### config.mk
export PLATFORM = sky130hd
export DESIGN_NAME = reg_file_mp
export DESIGN_NICKNAME = d
export VERILOG_FILES = /design/src/rtl/reg_file_mp.sv
export SDC_FILE = /design/constraint.sdc
export NUM_CORES = 1
export LEC_CHECK = 0
export CAP_MARGIN = 10
export CELL_PAD_IN_SITES_DETAIL_PLACEMENT = 1
export CELL_PAD_IN_SITES_GLOBAL_PLACEMENT = 2
export CORE_MARGIN = 10
export CORE_UTILIZATION = 38
export DETAILED_ROUTE_END_ITERATION = 10
export PLACE_DENSITY = 0.84
export SYNTH_ARGS = -nofsm -noshare
export SYNTH_HDL_FRONTEND = slang
export SYNTH_SLANG_ARGS = --single-unit
export TNS_END_PERCENT = 50
### constraint.sdc
create_clock -name clk -period 2.7 [get_ports clk]
set_clock_uncertainty 0.2 [all_clocks]
set_input_delay 0.54 -clock clk [delete_from_list [all_inputs] [get_ports clk]]
set_output_delay 0.54 -clock clk [all_outputs]
set_load 0.05 [all_outputs]
### src/rtl/reg_file_mp.sv
// Multi-port register file: two write ports (B wins on collision), two registered
// read ports with optional write-to-read forwarding, and a per-register pending scoreboard.
module reg_file_mp #(
    parameter int DATA_W   = 16,
    parameter int ADDR_W   = 3,
    parameter int ZERO_REG = 0,
    parameter int BYPASS   = 1
) (
    input  logic                    clk,
    input  logic                    reset,
    input  logic                    we_a,
    input  logic                    we_b,
    input  logic [ADDR_W-1:0]       waddr_a,
    input  logic [ADDR_W-1:0]       waddr_b,
    input  logic [DATA_W-1:0]       wdata_a,
    input  logic [DATA_W-1:0]       wdata_b,
    input  logic                    re_1,
    input  logic                    re_2,
    input  logic [ADDR_W-1:0]       raddr_1,
    input  logic [ADDR_W-1:0]       raddr_2,
    output logic [DATA_W-1:0]       rdata_1,
    output logic [DATA_W-1:0]       rdata_2,
    output logic                    rvalid_1,
    output logic                    rvalid_2,
    output logic                    rbusy_1,
    output logic                    rbusy_2,
    input  logic                    reserve_en,
    input  logic [ADDR_W-1:0]       reserve_addr,
    output logic [(2**ADDR_W)-1:0]  pending
);

    localparam int NREG = 2**ADDR_W;

    logic [DATA_W-1:0] regs_q [NREG];
    logic [DATA_W-1:0] regs_d [NREG];
    logic [NREG-1:0]   pending_q, pending_d;
    logic [DATA_W-1:0] rdata_q [2];
    logic [DATA_W-1:0] rdata_d [2];
    logic [1:0]        rvalid_q, rvalid_d;
    logic [1:0]        rbusy_q, rbusy_d;

    logic [1:0]        re;
    logic [ADDR_W-1:0] raddr [2];
    logic              we_a_eff, we_b_eff, reserve_eff;
    logic              hit_a, hit_b;

    assign re       = {re_2, re_1};
    assign raddr[0] = raddr_1;
    assign raddr[1] = raddr_2;

    // With a hardwired zero register, anything aimed at address 0 is dropped up front.
    always_comb begin
        we_a_eff    = we_a && !(ZERO_REG != 0 && waddr_a == '0);
        we_b_eff    = we_b && !(ZERO_REG != 0 && waddr_b == '0);
        reserve_eff = reserve_en && !(ZERO_REG != 0 && reserve_addr == '0);
    end

    always_comb begin
        regs_d    = regs_q;
        pending_d = pending_q;
        if (we_a_eff) begin
            regs_d[waddr_a]    = wdata_a;
            pending_d[waddr_a] = 1'b0;
        end
        if (we_b_eff) begin
            regs_d[waddr_b]    = wdata_b;
            pending_d[waddr_b] = 1'b0;
        end
        // A reservation landing with a write to the same register keeps it pending.
        if (reserve_eff) begin
            pending_d[reserve_addr] = 1'b1;
        end
    end

    always_comb begin
        rdata_d  = rdata_q;
        rbusy_d  = rbusy_q;
        rvalid_d = re;
        hit_a    = 1'b0;
        hit_b    = 1'b0;
        for (int p = 0; p < 2; p++) begin
            hit_a = (BYPASS != 0) && we_a_eff && (waddr_a == raddr[p]);
            hit_b = (BYPASS != 0) && we_b_eff && (waddr_b == raddr[p]);
            if (re[p]) begin
                if (hit_b) begin
                    rdata_d[p] = wdata_b;
                end else if (hit_a) begin
                    rdata_d[p] = wdata_a;
                end else if (ZERO_REG != 0 && raddr[p] == '0) begin
                    rdata_d[p] = '0;
                end else begin
                    rdata_d[p] = regs_q[raddr[p]];
                end
                rbusy_d[p] = pending_q[raddr[p]] && !(hit_a || hit_b);
            end
        end
    end

    always_ff @(posedge clk) begin
        if (reset) begin
            regs_q    <= '{default: '0};
            pending_q <= '0;
            rdata_q   <= '{default: '0};
            rvalid_q  <= '0;
            rbusy_q   <= '0;
        end else begin
            regs_q    <= regs_d;
            pending_q <= pending_d;
            rdata_q   <= rdata_d;
            rvalid_q  <= rvalid_d;
            rbusy_q   <= rbusy_d;
        end
    end

    assign rdata_1  = rdata_q[0];
    assign rdata_2  = rdata_q[1];
    assign rvalid_1 = rvalid_q[0];
    assign rvalid_2 = rvalid_q[1];
    assign rbusy_1  = rbusy_q[0];
    assign rbusy_2  = rbusy_q[1];
    assign pending  = pending_q;

endmodule

# == Yosys cells after proc, flatten, opt, wreduce, memory -nomap -nowiden ==
# Cells that the tools add are included.
# classes
order_cmp,14
n_reduce_logical,15
eq_ne,4
bitwise_logic,9
n_mux,31
# ops
operator,count
bitwise mux 128 bit,2
2-to-1 mux 128 bit,2
2-to-1 mux 16 bit,10
binary-select mux 16 bit (select 3 bit),2
demux 16 bit (select 3 bit),2
2-to-1 mux 8 bit,3
less-than comparator 3 x 4 -> 1 bit (second input constant),5
bitwise AND 8 bit,2
>= comparator 4 bit (second input constant),4
NOT 3 -> 4 bit,4
NOT 8 bit,2
equality test 3 bit,4
logical AND 1 bit,11
demux 1 bit (select 3 bit),3
>= comparator 3 x 1 -> 1 bit (second input constant),3
less-than comparator 4 x 1 -> 1 bit (second input constant),2
OR 8 bit,1
binary-select mux 1 bit (select 3 bit),2
2-to-1 mux 1 bit,5
logical NOT 1 bit,2
logical OR 1 bit,2
# totals
register_bits,172
word_cells,87
out_inout_bits,44
input_bits,54

# == Longest topological paths before layout ==
# Gate-level depths: netlist of the first run.
# logic_depth
word_depth,11
mapped_depth,8
depth_no_buf,4

# == Worst setup path before layout of the first run ==
# Ideal clock, no wire load.
# synth_timing
kind,input -> register
from,input port raddr_1[1]
to,register rdata_q (netlist bit rdata_1[0])
path_buffers,2
setup_ns,0.134
arrival_ns,1.819
cell_stages,6
t_required_ns,2.366
slack_ns,0.547
path_cell_list,buf_6 buf_6 mux4_1 mux2_2 mux2i_1 a211oi_1
# synth_between
elab_chain_cells,6
elab_cells_between_ends,10
cone_classes,eq/ne (2); mux (5); bitwise (1); reduce/logical (2)
# synth_lines
element,line,text
from (decl),19,"input logic [ADDR_W-1:0] raddr_1,"
NOT 3 -> 4 bit (implied by the code),92,rdata_d[p] = regs_q[raddr[p]];
binary-select mux 16 bit (select 3 bit),92,
2-to-1 mux 16 bit (implied by the code) (2 in a row),92,
2-to-1 mux 16 bit,87,end else if (hit_a) begin
2-to-1 mux 16 bit *,85,if (hit_b) begin
to (signal assigned),109,rdata_q <= rdata_d;
to (decl),37,logic [DATA_W-1:0] rdata_q [2];
# Mark *: on every way between the ends. The rest lies on a longest branch, timed or not. The select of a mux whose other input is x is not followed.
# A chain may end at the register's enable or synchronous reset.

# == Worst setup path after layout of the first run ==
# layout_timing
from,register rdata_q (netlist bit rdata_1[0])
to,output port rdata_1[0]
# layout_rtl
element,line,text
to (decl),21,"output logic [DATA_W-1:0] rdata_1,"
# No word-level cell between the ends.

==> metrics, run 1 <==
outcome=finished clean; cell family contributing the most delay on the critical path=buffers and inverters; # rows=60; vias=8942; final wirelength=38.7 mm; non-filler cells, final=1459; Slew @ Worst Pin=0.575 ns; Worst setup SP type=register; clk root buf=clkbuf_16; period utilization=92.5%; RePlAce Congestion=0.836; Worst-Skew Late Latency=0.45 ns; DIE WIDTH=186 um; Mean Syn Cell Area=10.2 um2; WHS Endpoint=rbusy_q[0]$_SDFFE_PP0P_; H-tree depth=4; drt drc=0; global route overflow=0; first-pass GRT wire length=58.9 mm; R2R Path Start=regs_q[94]$_SDFF_PP0_; CTS tree=yes; Netlist cell types=32; CP Capture Type=primary output; sum of negative setup slack=0 ns; Top Usage Layer GRT=met2; Global Route Usage Sum=21.6%; first drt pass iteration count=7; Setup Buffers After CTS=0; total CTS buffers=17; WP buf/inv=1; worst hold path stage count=2; Area contributors post-synth=dfxtp_1 33%, mux2i_1 15%, a211oi_1 11%, mux4_1 9.0%, mux4_2 6.8%; Iter 0 DRT Violations=712; Hold Crit Start=rbusy_q[0]$_SDFFE_PP0P_; critical-path cell list=clkdlybuf4s50_1; Min-Delay Path Class=reg2reg; Rel. slew slack=61.6%; commonest cells after routing, fill and taps aside=172 x dfxtp_1, 162 x mux2i_1, 160 x a211oi_1, 135 x nor2_1, 92 x clkdlybuf4s50_1; post-detailed-route count of antenna-violating nets=0; Yosys reg bits=172; Final Setup Violations=0; CTS sink count=172; largest net degree at the start of global routing=63; register area share after synthesis=32.7%; Ports=98; Die ar.=34800 um2; critical setup path kind=reg2out; Final #Nets=1129; M2 GR Usage=35.7%; ANT cells=0; flop2flop setup slack=0.87 ns; FMAX=0.400 GHz; CORE AREA=27100 um2; min Tclk post-route=2.50 ns; DR WL/cell=26.6 um; mapped cell area=10500 um2; post-synth top area cell=dfxtp_1; Reg clk slew, reported paths=0.07 ns; worst stage delay on the critical path=0.86 ns; CP required=1.96 ns; RSZ-0062 raised after global routing=no; Slew Viols, Final=0; GRT met3 Usage=4.19%; VDD IR max=0.464 mV; post-synth top area share=32.7%; initial antenna violation count=0; vias per cell=6.13; Chip Height=186 um; Worst R2R Path Depth=4; clock buffer depth=2; CP Max Fanout=3; Synthesized Nets=1090; leakage=4.96 nW; I/O Buffers=97; met1 usage=27.4%; worst r2r dst=rdata_2[14]$_SDFFE_PP0P_; Mapped Cells=1036; Fin. Hold Viols=0; # resized after CTS=0; share of cells above drive strength 1=14.7%; Post-Place Cells=1428; commonest non-fill, non-tap cell in the layout=dfxtp_1; CTS Hold Buffers Added=0; vias in the first global route=9385; area growth from synthesis to layout=18.9%; Slowest-stage cell, CP=clkdlybuf4s50_1; maxcap violations=0; PD cells=520 nW/um2; dpl hpwl=24.8 mm; number of synthesis warnings=0; Initial Util=38.9%; crit path DAT=1.76 ns
[how the worst max path moves through the flow]
stage / cells past startpoint / slack [ns] / to / from
floorplan: 6 / 0.55 / rdata_1[0]$_SDFFE_PP0P_ / raddr_1[1]
global placement: 7 / 0.11 / rdata_2[11]$_SDFFE_PP0P_ / raddr_2[1]
detailed placement: 7 / 0.06 / rdata_2[6]$_SDFFE_PP0P_ / waddr_a[2]
CTS: 1 / 0.21 / rdata_1[12] / rdata_1[12]$_SDFFE_PP0P_
global route: 1 / 0.19 / pending[0] / pending[0]$_SDFF_PP0_
finish: 1 / 0.20 / rdata_1[0] / rdata_1[0]$_SDFFE_PP0P_
[metrics by stage]
step,instance area [um2],hold WS (ns),util (%),worst slack [ns],power (W)
2_1_floorplan,10500,0.328,-,0.547,0.00360
6_report,12500,0.263,46.2,0.202,0.00651
4_1_cts,12500,0.272,46.2,0.212,0.00652
5_1_grt,12500,0.295,46.2,0.185,0.00672
3_5_place_dp,11900,0.256,44.1,0.0600,0.00404
3_3_place_gp,11900,0.253,44.1,0.107,0.00401
[final cells by class]
class / instances / area [um2]
Tap cell: 372 / 465
Sequential cell: 172 / 3440
Clock buffer: 19 / 433
Clock inverter: 12 / 141
Fill cell: 2864 / 14600
Multi-Input combinational cell: 726 / 6380
Inverter: 2 / 7.51
Timing Repair Buffer: 156 / 1650
[sequential cells by signal (all words and copies together) (netlist names)]
signal,flops
rdata_2,16
pending,8
rbusy_q,2
regs_q,128
rdata_1,16
rvalid_q,2
[cell families (layout without fill, tap and decap cells)]
logic type / count (synthesis) / count (layout) / synth area share, %
muxes: 262 / 262 / 34.6
AOI/OAI and AO/OA: 234 / 234 / 15.3
and+or+nand+nor: 218 / 218 / 9.48
DFF: 172 / 172 / 32.7
buffers and inverters: 138 / 189 / 6.87
xor gates and xnor gates: 12 / 12 / 0.998
[cells in the mapped netlist]
cell type  count
buf_12         1
o21ai_0        2
nor2_1       135
mux4_2        32
mux2i_1      162
a32oi_1        1
buf_6         10
and2_1         2
dfxtp_1      172
nand3_1       17
clkinv_1       2
o22ai_1       32
nor3b_1        1
nand2b_1      32
xnor2_1       12
mux2_2        32
nor3_1         1
nor2b_1        8
mux4_1        36
a211oi_1     160
a21oi_1       39
clkbuf_2       1
nand3b_1       3
buf_2         30
nand2_1        9
buf_4         11
buf_8          3
nand4_1        7
buf_1         17
and4_1         2
clkbuf_1      63
nor2b_4        1
[power by group]
part | internal, W | switching, W
logic | 0.000544 | 0.000683
clock network | 0.00137 | 0.00114
registers | 0.00266 | 0.000110
total | 0.00458 | 0.00193
[metal layers]
metal	vias to the layer above	wire (um)
met2	320	18500
met1	4541	17100
met4	0	997
met5	-	0
li1	4009	-
met3	72	2210
No activity file was read; power rests on OpenSTA's default activity.
==> inputs of run 2 (changes only) <==
Settings changed: REMOVE_ABC_BUFFERS set to 1, SLEW_MARGIN set to 20.
==> metrics, run 2 (synthesis results as in run 1) <==
vias=8918 (-0.27%); period utilization=90.8% (-1.7 points); drt drc=0 (unchanged); min Tclk post-route=2.45 ns (-0.0465 ns); critical setup path kind=reg2out; CTS sink count=172 (unchanged); initial antenna violation count=0 (unchanged); vias in the first global route=9410 (+0.27%); Initial Util=38.9% (unchanged); Slew Viols, Final=0 (unchanged); leakage=4.95 nW (-0.29%); CP Max Fanout=3 (unchanged); clock buffer depth=2 (unchanged); outcome=finished clean; non-filler cells, final=1461 (+0.14%); H-tree depth=4 (unchanged); cell family contributing the most delay on the critical path=buffers and inverters; Final Setup Violations=0 (unchanged); Worst setup SP type=register; Fin. Hold Viols=0 (unchanged); first drt pass iteration count=5 (-2); DIE WIDTH=186 um (unchanged); vias per cell=6.10 (-0.40%); CTS tree=yes; Global Route Usage Sum=21.4% (-0.21 points); Chip Height=186 um (unchanged); Biggest register=regs_q; clk root buf=clkbuf_16; critical-path cell list=clkdlybuf4s50_1; WP buf/inv=1 (unchanged); Slew @ Worst Pin=0.537 ns (-0.0380 ns); post-detailed-route count of antenna-violating nets=0 (unchanged); commonest cells after routing, fill and taps aside=172 x dfxtp_1, 162 x mux2i_1, 160 x a211oi_1, 135 x nor2_1, 92 x clkdlybuf4s50_1; # resized after CTS=0 (unchanged); crit path DAT=1.71 ns (-0.05 ns); ANT cells=0 (unchanged); global route overflow=0 (unchanged); Worst-Skew Late Latency=0.43 ns (-0.02 ns); dpl hpwl=24.4 mm (-1.8%); RePlAce Congestion=0.818 (-2.0%); CTS Hold Buffers Added=0 (unchanged); DR WL/cell=26.1 um (-1.5%); FMAX=0.408 GHz (+1.9%); Slowest-stage cell, CP=clkdlybuf4s50_1; share of cells above drive strength 1=14.8% (+0.065 points); CP required=1.96 ns (about the same); sum of negative setup slack=0 ns (unchanged); final wirelength=38.2 mm (-1.4%); Die ar.=34800 um2 (unchanged); max reg flops=128 (unchanged); Min-Delay Path Class=reg2reg; Reg clk slew, reported paths=0.07 ns (about the same); Rel. slew slack=64.1% (+2.5 points); CORE AREA=27100 um2 (unchanged); Post-Place Cells=1431 (+0.21%); RSZ-0062 raised after global routing=no; first-pass GRT wire length=58.7 mm (-0.25%); worst stage delay on the critical path=0.85 ns (about the same); Fillers=2945 (+2.8%); # rows=60 (unchanged); Setup Buffers After CTS=0 (unchanged); VDD IR max=0.314 mV (-32%); Ports=98 (unchanged); PD cells=510 nW/um2 (-1.9%); Design Area, Final=12400 um2 (-0.64%); total CTS buffers=17 (unchanged); Iter 0 DRT Violations=720 (+1.1%); commonest non-fill, non-tap cell in the layout=dfxtp_1; I/O Buffers=97 (unchanged); area growth from synthesis to layout=18.1%; largest net degree at the start of global routing=41 (-35%); Final #Nets=1132 (+0.27%); CP Capture Type=primary output; DP Area=11900 um2 (-0.33%); maxcap violations=0 (unchanged)
-- run 2: cell types whose count changed in the layout (fill, tap and decap cells not counted), sizes merged --
cell and change:
buf +3, clkbuf +3, clkinv +3, clkinvlp -3, inv -3, bufinv -1
-- run 2: final timing paths --
| path | from | to | slack, ns | cells past startpoint |
|---|---|---|---|---|
| min reg2reg | rbusy_q[0]$_SDFFE_PP0P_ | rbusy_q[0]$_SDFFE_PP0P_ | 0.26 | 2 |
| min | rbusy_q[0]$_SDFFE_PP0P_ | rbusy_q[0]$_SDFFE_PP0P_ | 0.26 | 2 |
| max | rdata_2[9]$_SDFFE_PP0P_ | rdata_2[9] | 0.25 | 1 |
| max reg2reg | regs_q[76]$_SDFF_PP0_ | rdata_2[12]$_SDFFE_PP0P_ | 0.97 | 4 |
-- run 2: through the flow --
| step | utilization, % | hold WS, ns | worst slack (ns) | total power [W] |
|---|---|---|---|---|
| 3_3_place_gp | 43.9 | 0.243 | 0.170 | 0.00399 |
| 5_1_grt | 45.9 | 0.291 | 0.219 | 0.00656 |
| 2_1_floorplan | - | 0.323 | -0.501 | 0.00341 |
| 6_report | 45.9 | 0.261 | 0.248 | 0.00634 |
| 3_5_place_dp | 43.9 | 0.248 | 0.0648 | 0.00402 |
| 4_1_cts | 45.9 | 0.265 | 0.245 | 0.00637 |
-- run 2: area by class of cell --
type,count,area (um2),area share (%)
clock inverter,8,70.1,0.563
timing repair buffer,159,1610,13.0
clock buffer,22,464,3.73
sequential,172,3440,27.7
multi-input combinational,726,6380,51.3
tap,372,465,3.74
inverter,2,7.51,0.0603
-- run 2: where the power goes --
group          switching [W]  internal [W]
clock                0.00105       0.00130
combinational       0.000676      0.000537
sequential          0.000107       0.00266
-- run 2: layer usage --
layer  up-vias  GRT usage (%)  wire (um)
li1       4010              -          -
met1      4574           28.1      17200
met2       272           34.8      18100
met3        62           3.28       1810
met4         0           8.00       1040
met5         -              0          0
==> inputs of run 3 (changes only) <==
--- a/constraint.sdc
+++ b/constraint.sdc
@@ -4,2 +4,2 @@
 set_output_delay 0.54 -clock clk [all_outputs]
-set_load 0.05 [all_outputs]
+set_load 0.02 [all_outputs]
==> results of run 3 <==
Same layout as run 2 (identical final DEF). Status: finished clean.
Main changes from that run: setup slack after layout 0.248 ns -> 0.448 ns; total power 0.00634 W -> 0.00627 W
